## src/rtl/vend_sequencer.sv

```systemverilog
// rtl/vend_sequencer.sv - vending controller: credit accumulation, can vend, greedy dime/nickel change
module vend_sequencer #(
    parameter int PRICE       = 30,
    parameter int CREDIT_W    = 7,
    parameter int INV_W       = 4,
    parameter int DIME_INIT   = 8,
    parameter int NICKEL_INIT = 8
) (
    input  logic                CLK,
    input  logic                RST,
    input  logic                COIN_VALID,
    input  logic [1:0]          COIN_CODE,
    output logic                COIN_READY,
    output logic                COIN_REJECT,
    input  logic                CANCEL,
    input  logic                REFILL,
    output logic                CAN_REQ,
    input  logic                CAN_ACK,
    output logic                DIME_REQ,
    input  logic                DIME_ACK,
    output logic                NICKEL_REQ,
    input  logic                NICKEL_ACK,
    output logic [CREDIT_W-1:0] CREDIT,
    output logic [INV_W-1:0]    DIME_CNT,
    output logic [INV_W-1:0]    NICKEL_CNT,
    output logic                BUSY
);

    typedef enum logic [1:0] {S_IDLE, S_VEND, S_DIME, S_NICKEL} state_t;

    localparam logic [CREDIT_W-1:0] PRICE_C  = CREDIT_W'(PRICE);
    localparam logic [CREDIT_W-1:0] DIME_V   = CREDIT_W'(10);
    localparam logic [CREDIT_W-1:0] NICKEL_V = CREDIT_W'(5);

    state_t              state, state_n;
    logic [CREDIT_W-1:0] credit_n, coin_value;
    logic [INV_W-1:0]    dime_n, nickel_n;
    logic                can_req_n, dime_req_n, nickel_req_n, reject_n;
    logic                accept, ack_now;

    // Greedy change selection; a remainder that cannot be paid falls back to IDLE as carry-over.
    function automatic state_t change_path(input logic [CREDIT_W-1:0] rem,
                                           input logic [INV_W-1:0] d,
                                           input logic [INV_W-1:0] n);
        if (rem >= DIME_V && d != '0)
            return S_DIME;
        else if (rem >= NICKEL_V && n != '0)
            return S_NICKEL;
        else
            return S_IDLE;
    endfunction

    assign accept = COIN_VALID && COIN_READY;

    always_comb begin
        case (COIN_CODE)
            2'b00:   coin_value = NICKEL_V;
            2'b01:   coin_value = DIME_V;
            2'b10:   coin_value = CREDIT_W'(25);
            default: coin_value = '0;
        endcase
    end

    always_ff @(posedge CLK) begin
        if (RST) begin
            state       <= S_IDLE;
            CREDIT      <= '0;
            DIME_CNT    <= INV_W'(DIME_INIT);
            NICKEL_CNT  <= INV_W'(NICKEL_INIT);
            CAN_REQ     <= 1'b0;
            DIME_REQ    <= 1'b0;
            NICKEL_REQ  <= 1'b0;
            COIN_REJECT <= 1'b0;
            COIN_READY  <= 1'b1;
            BUSY        <= 1'b0;
        end else begin
            state       <= state_n;
            CREDIT      <= credit_n;
            DIME_CNT    <= dime_n;
            NICKEL_CNT  <= nickel_n;
            CAN_REQ     <= can_req_n;
            DIME_REQ    <= dime_req_n;
            NICKEL_REQ  <= nickel_req_n;
            COIN_REJECT <= reject_n;
            COIN_READY  <= (state_n == S_IDLE);
            BUSY        <= (state_n != S_IDLE);
        end
    end

    always_comb begin
        state_n  = state;
        credit_n = CREDIT;
        dime_n   = DIME_CNT;
        nickel_n = NICKEL_CNT;
        case (state)
            S_IDLE: begin
                if (accept) begin
                    credit_n = CREDIT + coin_value;
                    if (credit_n >= PRICE_C)
                        state_n = S_VEND;
                end else if (CANCEL && CREDIT != '0) begin
                    state_n = change_path(CREDIT, DIME_CNT, NICKEL_CNT);
                end
                if (REFILL) begin
                    dime_n   = INV_W'(DIME_INIT);
                    nickel_n = INV_W'(NICKEL_INIT);
                end
            end
            S_VEND: begin
                if (CAN_REQ && CAN_ACK) begin
                    credit_n = CREDIT - PRICE_C;
                    state_n  = change_path(credit_n, DIME_CNT, NICKEL_CNT);
                end
            end
            S_DIME: begin
                if (DIME_REQ && DIME_ACK) begin
                    credit_n = CREDIT - DIME_V;
                    dime_n   = DIME_CNT - 1'b1;
                    state_n  = change_path(credit_n, dime_n, NICKEL_CNT);
                end
            end
            S_NICKEL: begin
                if (NICKEL_REQ && NICKEL_ACK) begin
                    credit_n = CREDIT - NICKEL_V;
                    nickel_n = NICKEL_CNT - 1'b1;
                    state_n  = change_path(credit_n, DIME_CNT, nickel_n);
                end
            end
            default: state_n = S_IDLE;
        endcase
    end

    // A REQ rises on entry from IDLE, or one cycle after any acknowledge, so every REQ is preceded by a low cycle.
    always_comb begin
        ack_now      = (CAN_REQ && CAN_ACK) || (DIME_REQ && DIME_ACK) || (NICKEL_REQ && NICKEL_ACK);
        can_req_n    = (state_n == S_VEND)   && (state == S_IDLE || (state == S_VEND   && !ack_now));
        dime_req_n   = (state_n == S_DIME)   && (state == S_IDLE || (state == S_DIME   && !ack_now));
        nickel_req_n = (state_n == S_NICKEL) && (state == S_IDLE || (state == S_NICKEL && !ack_now));
        reject_n     = accept && (COIN_CODE == 2'b11);
    end

endmodule

```

## config.mk

```make
export PLATFORM = sky130hd
export DESIGN_NAME = vend_sequencer
export DESIGN_NICKNAME = d
export VERILOG_FILES = /design/src/rtl/vend_sequencer.sv
export SDC_FILE = /design/constraint.sdc
export NUM_CORES = 1
export LEC_CHECK = 0
export ABC_AREA = 1
export BUFFER_PORTS_ARGS = -buffer_cell sky130_fd_sc_hd__buf_2
export CORE_MARGIN = 4
export CORE_UTILIZATION = 40
export DETAILED_ROUTE_END_ITERATION = 8
export SYNTH_ARGS = -nofsm -noshare
export SYNTH_HDL_FRONTEND = slang
export SYNTH_SLANG_ARGS = --single-unit
```

## constraint.sdc

```tcl
create_clock -name CLK -period 5 [get_ports CLK]
set_input_delay 0 -clock CLK [delete_from_list [all_inputs] [get_ports CLK]]
set_output_delay 0 -clock CLK [all_outputs]
set_load 0.02 [all_outputs]
```

Word level (Yosys, flattened, before mapping) --
Cells that the tools add are included.
Word-level totals: word-level logic and storage cells 105, input port bits 10, output and inout bits 21, register bits 23
Cells by class: mux-type cells 26, reduce and logical (&&, ||, !) cells 40, equality and inequality tests 14, $lt $le $gt $ge 9, add/sub/neg operators 6
Operators with widths (count):
- 7-bit by 3-bit >= comparator with 1-bit output, second input constant | 4
- 7-bit by 4-bit >= comparator with 1-bit output, second input constant | 4
- 2-bit 2-to-1 mux | 14
- 7-bit 2-to-1 mux | 4
- 7-bit one-hot mux with 4 select lines | 1
- 1-bit logical AND | 20
- 4-bit one-hot mux with 2 select lines | 2
- 4-bit nonzero test | 4
- 5-bit one-hot mux with 3 select lines | 1
- 2-bit == test, second input constant | 6
- 4-bit 2-to-1 mux | 3
- 2-bit inequality test, second input constant | 5
- 2-bit one-hot mux with 4 select lines | 1
- 4-bit by 1-bit subtractor with 4-bit output, second input constant | 2
- 7-bit adder | 1
- 7-bit by 5-bit >= comparator with 1-bit output, second input constant | 1
- 7-bit nonzero test | 1
- 7-bit by 3-bit subtractor with 7-bit output, second input constant | 1
- 7-bit by 4-bit subtractor with 7-bit output, second input constant | 1
- 7-bit by 5-bit subtractor with 7-bit output, second input constant | 1
- 2-bit by 1-bit == test with 1-bit output, second input constant | 3
- 2-bit logical NOT | 3
- 3-bit AND reduction | 2
- 2-bit nonzero test | 3
- 3 further kinds | 7

Logic depth before layout (Yosys ltp) --
depth in word-level cells 9, gate-level depth with buffers 18, mapped depth without buffers 18

Worst setup path before layout --
No wires, ideal clock.
path type register -> register, from register CREDIT[1], to register BUSY, period minus slack after synthesis 2.441 ns, required time 4.885 ns, cell stages (with the launch flop) 14, buffers on the path 0, data arrival time 2.326 ns, library setup time 0.115 ns, path slack 2.559 ns, cell sequence dfxtp_1 inv_1 fa_1 inv_1 nand3_1 nand2_1 xnor2_1 inv_1 nand3_1 nand3_2 o21ai_1 nand2_2 nand2_2 nand2_1
Between the ends: word-level cells in the longest chain between the ends 8, elaborated cells on any way between the ends 39, those cells by class add/sub (4); order compare (9); mux (15); reduce/logical (11)
RTL lines:
- start: declaration | RTL line 23 | output logic [CREDIT_W-1:0] CREDIT,
- start signal: assignment | RTL line 78 | CREDIT <= credit_n;
- 7-bit by 3-bit subtractor with 7-bit output, or another cell as far along | RTL line 124 | credit_n = CREDIT - NICKEL_V;
- 7-bit by 3-bit >= comparator with 1-bit output or 1-bit logical AND (tied branches) | RTL line 47 | else if (rem >= NICKEL_V && n != '0)
- 1-bit logical AND or 2-bit 2-to-1 mux (tied branches) | RTL line 47
- 2-bit 2-to-1 mux (on tied branches) | RTL line 47, 45
- 2-bit 2-to-1 mux (on tied branches) | RTL line 45, 101
- 2-bit 2-to-1 mux (on tied branches)
- 2-bit one-hot mux with 4 select lines * | RTL line 95 | case (state)
- 2-bit nonzero test * | RTL line 86 | BUSY <= (state_n != S_IDLE);
- end signal: assignment | RTL line 86
- end: declaration | RTL line 26 | output logic BUSY
Every way passes the cells marked *; elsewhere a longest branch is shown, timed or not. A chain may end at the register's enable or synchronous reset.

Final worst setup path --
Same ends and word-level chain as after synthesis.

==> metrics.md <==
| Metric | Value |
|---|---|
| CTS clk-pin slew, worst paths | `0.09 ns` |
| Crit Path Max Fanout | `12` |
| Syn avg cell area | `between 6 and 7 um2` |
| Total grt overflow | `0` |
| Post-synthesis to final-layout area growth | `11.1%` |
| Cell Chain, Critical Path | `inv_1 > ha_1 > inv_1 > nand2_1 > nand2_1 > xor2_1 > nand3_1 > nand3_1 > nor2_1 > nor2_1 > nand3_2 > nand2_2 > nand2_2 > nand2_2 > nand2_1` |
| Fin. max-slew vios | `0` |
| Ports | `31` |
| TNS Setup | `0 ns` |
| WHS Endpoint | `NICKEL_CNT[0]` |
| Hold Fails Final Rpt | `0` |
| Number of max-cap violations | `0` |
| Crit Reg-Reg Endpoint | `BUSY` |
| WL met2 | `between 3000 and 4000 um` |
| Htree depth | `1` |
| Die ar. | `roughly 7400 um2` |
| Hold buffers post-CTS | `1` |
| Power Dens Cells | `roughly 590 nW/um2` |
| Initial Util | `between 40% and 50%` |
| Post-CTS Setup Bufs | `0` |
| RSZ-0062 raised after global routing | `no` |
| Share of cells above drive strength 1 | `approximately 16%` |
| Req. time, crit path | `between 5 and 6 ns` |
| Top sig layer | `met4` |
| Largest net degree at the start of global routing | `17` |
| Max VDD drop | `about 0.26 mV` |
| Place WS | `approximately 2.3 ns` |
| Final setup fails | `0` |
| WL met1 | `approximately 3300 um` |
| Drt wl/cell | `about 15 um` |
| Yosys reg bits | `23` |
| Fin worst setup slack | `2.28 ns` |
| Commonest non-fill, non-tap cells in the layout | `nand2_1, inv_1, nand3_1` |
| Static Leak | `between 0.001 and 0.0015 uW` |
| Drt pass-1 iters | `4` |
| Sequential area share after synthesis | `18.8%` |
| Die height | `about 86 um` |
| Post-CTS Resized | `0` |
| # DRC | `0` |
| Sequential Power Share | `21.8%` |
| Synth unique cells | `38` |
| Flop2flop setup slack | `2.28 ns` |
| Result of the run | `finished clean` |
| R2R cell count | `15` |
| Final min period | `between 2 and 3 ns` |
| Critical Path End Type | `register` |
| Switching Power | `904 uW` |
| Worst Hold Class | `input port to register` |
| Clock Path Buffers | `2` |
| Hold depth | `2` |
| Clock Power Share | `about 8.0%` |
| Internal Pwr Total | `686 uW` |
| Min Hold Slack | `~0.014 ns` |
| Tcrit/Tclk final | `a little over half` |
| Die W | `between 80 and 90 um` |
| Worst r2r src | `CREDIT[1]` |
| WL met3 | `432 um` |
| Final Skew | `between 0.002 and 0.003 ns` |
| Gate count of the mapped netlist | `between 300 and 400` |
| Root buffer cell | `clkbuf_8` |
| Via density | `a little over 5` |
| Initial antenna violation count | `0` |
| Overall Global Routing Usage | `between 10% and 20%` |
| DR iter-0 viols | `between 150 and 200` |
| Drt total wl | `approximately 7000 um` |
| Post-Syn Area | `approximately 2400 um2` |
| Mapped Nets | `about 420` |
| CP Launch Type | `register` |
| Vias in the first global route | `2421` |
| TritonCTS buffer count | `3` |
| Routability congestion estimate | `approximately 0.94` |
| First-pass GRT wire length | `between 10000 and 15000 um` |
| Crit path max-delay cell type | `dfxtp_1` |
| Vias post-DR | `between 2000 and 2500` |
| Worst slew pin tran | `around 0.7 ns` |
| Syn. warnings | `0` |
| CP arrival | `2.90 ns` |
| CTS tree | `built` |
| Hold path start | `RST` |
| Port bufs | `30` |
| Clock latency on the worst-skew pair | `0.28 ns` |
| Number of antenna diodes | `0` |
| Combinational share of power | `between 70% and 80%` |
| Post-DP HPWL | `5580 um` |
| Clk sinks | `23` |
| Final net count | `approximately 450` |
| Critical setup path kind | `register to register` |
| Filler cell count | `around 630` |
| Core area | `just under 6000 um2` |
| Worst slew margin | `54.3%` |
| Routed Antenna Nets | `0` |
| Worst path max stage delay | `0.63 ns` |
| Switching part of the total | `56.9%` |
| Most common cell after layout, fill and taps aside | `nand2_1` |
| F_max | `roughly 370 MHz` |
| # rows | `28` |
## metal layers
layer | GRT usage (%) | vias to the layer above
met4 | 6.47 | 0
met3 | 2.79 | 14
met5 | 0 | -
li1 | - | 1303
met1 | 27.4 | 1102
met2 | 31.4 | 73
## registers in the layout, indices dropped and copies added, names as in the netlist
register / cells
state: 2
BUSY: 1
NICKEL_REQ: 1
DIME_CNT: 4
CAN_REQ: 1
DIME_REQ: 1
NICKEL_CNT: 4
COIN_REJECT: 1
CREDIT: 7
COIN_READY: 1
## power by group through the flow
stage / logic (uW) / clock network [uW] / registers (uW)
global route: 1270 / 136 / 361
floorplan: 789 / 0 / 388
global placement: 1110 / 0 / 350
CTS: 1120 / 132 / 348
detailed placement: 1110 / 0 / 353
finish: 1120 / 127 / 347
## layout make-up
type | instances | area, um2 | share of cell area (%)
Clock buffer | 3 | 41.3 | 1.52
Clock inverter | 1 | 7.51 | 0.277
Inverter | 55 | 208 | 7.65
Multi-Input combinational cell | 294 | 1740 | 64.2
Sequential cell | 23 | 460 | 17.0
Tap cell | 75 | 93.8 | 3.46
Timing Repair Buffer | 31 | 160 | 5.90
## synthesized netlist by cell type
master	count	area (um2)
or2_2	3	18.8
dfxtp_1	23	460
inv_2	3	11.3
a21oi_1	25	125
buf_6	1	11.3
a21oi_2	1	8.76
nor3_1	2	10.0
a2111oi_0	1	8.76
xnor2_1	5	43.8
buf_4	1	7.51
xor2_1	4	35.0
fa_1	1	20.0
ha_1	30	375
o21bai_4	2	37.5
buf_2	2	10.0
nand2_2	12	75.1
buf_1	1	3.75
o211ai_1	2	15.0
nand4_1	7	43.8
a21boi_0	1	7.51
inv_1	51	191
o21ai_1	2	10.0
clkinv_2	1	5.00
nand3_2	3	30.0
o21ai_0	19	95.1
nand4_2	1	12.5
nor2_1	30	113
a211oi_1	5	37.5
nor2_2	3	18.8
a31oi_1	3	18.8
nand3_1	42	210
or2_1	1	6.26
o221ai_1	2	17.5
o22ai_1	2	12.5
a221oi_1	1	8.76
nand2_1	82	308
o2111ai_1	1	8.76
nand2_4	1	11.3
## worst max-delay path by stage
stage               startpoint      end  slack, ns  depth (start not counted)
global route         CREDIT[1]  CAN_REQ       1.94                         16
global placement     CREDIT[1]     BUSY       2.27                         15
CTS                  CREDIT[1]     BUSY       2.25                         13
finish               CREDIT[1]     BUSY       2.28                         15
floorplan            CREDIT[1]     BUSY       2.56                         13
detailed placement   CREDIT[1]     BUSY       2.26                         13
## critical path: cells and delay by family, from the launching register on
| family | cells | cell delay [ns] |
|---|---|---|
| buffers and inverters | 2 | 0.37 |
| XOR/XNOR | 1 | 0.28 |
| flip-flops | 1 | 0.63 |
| adder cells (fa/ha/maj) | 1 | 0.30 |
| AND/OR/NAND/NOR | 11 | 1.03 |
## cells by family after synthesis
logic type / synth area share (%)
DFF: 18.8
buffers and inverters: 9.83
and+or+nand+nor: 35.1
xor gates and xnor gates: 3.23
AOI/OAI and AO/OA: 16.8
adders and majority gates: 16.2
## through the flow
step           instances  util [%]  instance area (um2)  total power (uW)
6_report             482      45.8                 2710              1590
2_1_floorplan        377         -                 2440              1180
5_1_grt              482      45.8                 2710              1770
4_1_cts              482      45.8                 2710              1600
3_3_place_gp         477      44.8                 2660              1460
3_5_place_dp         477      44.8                 2660              1460
No activity file was read; power rests on OpenSTA's default activity.
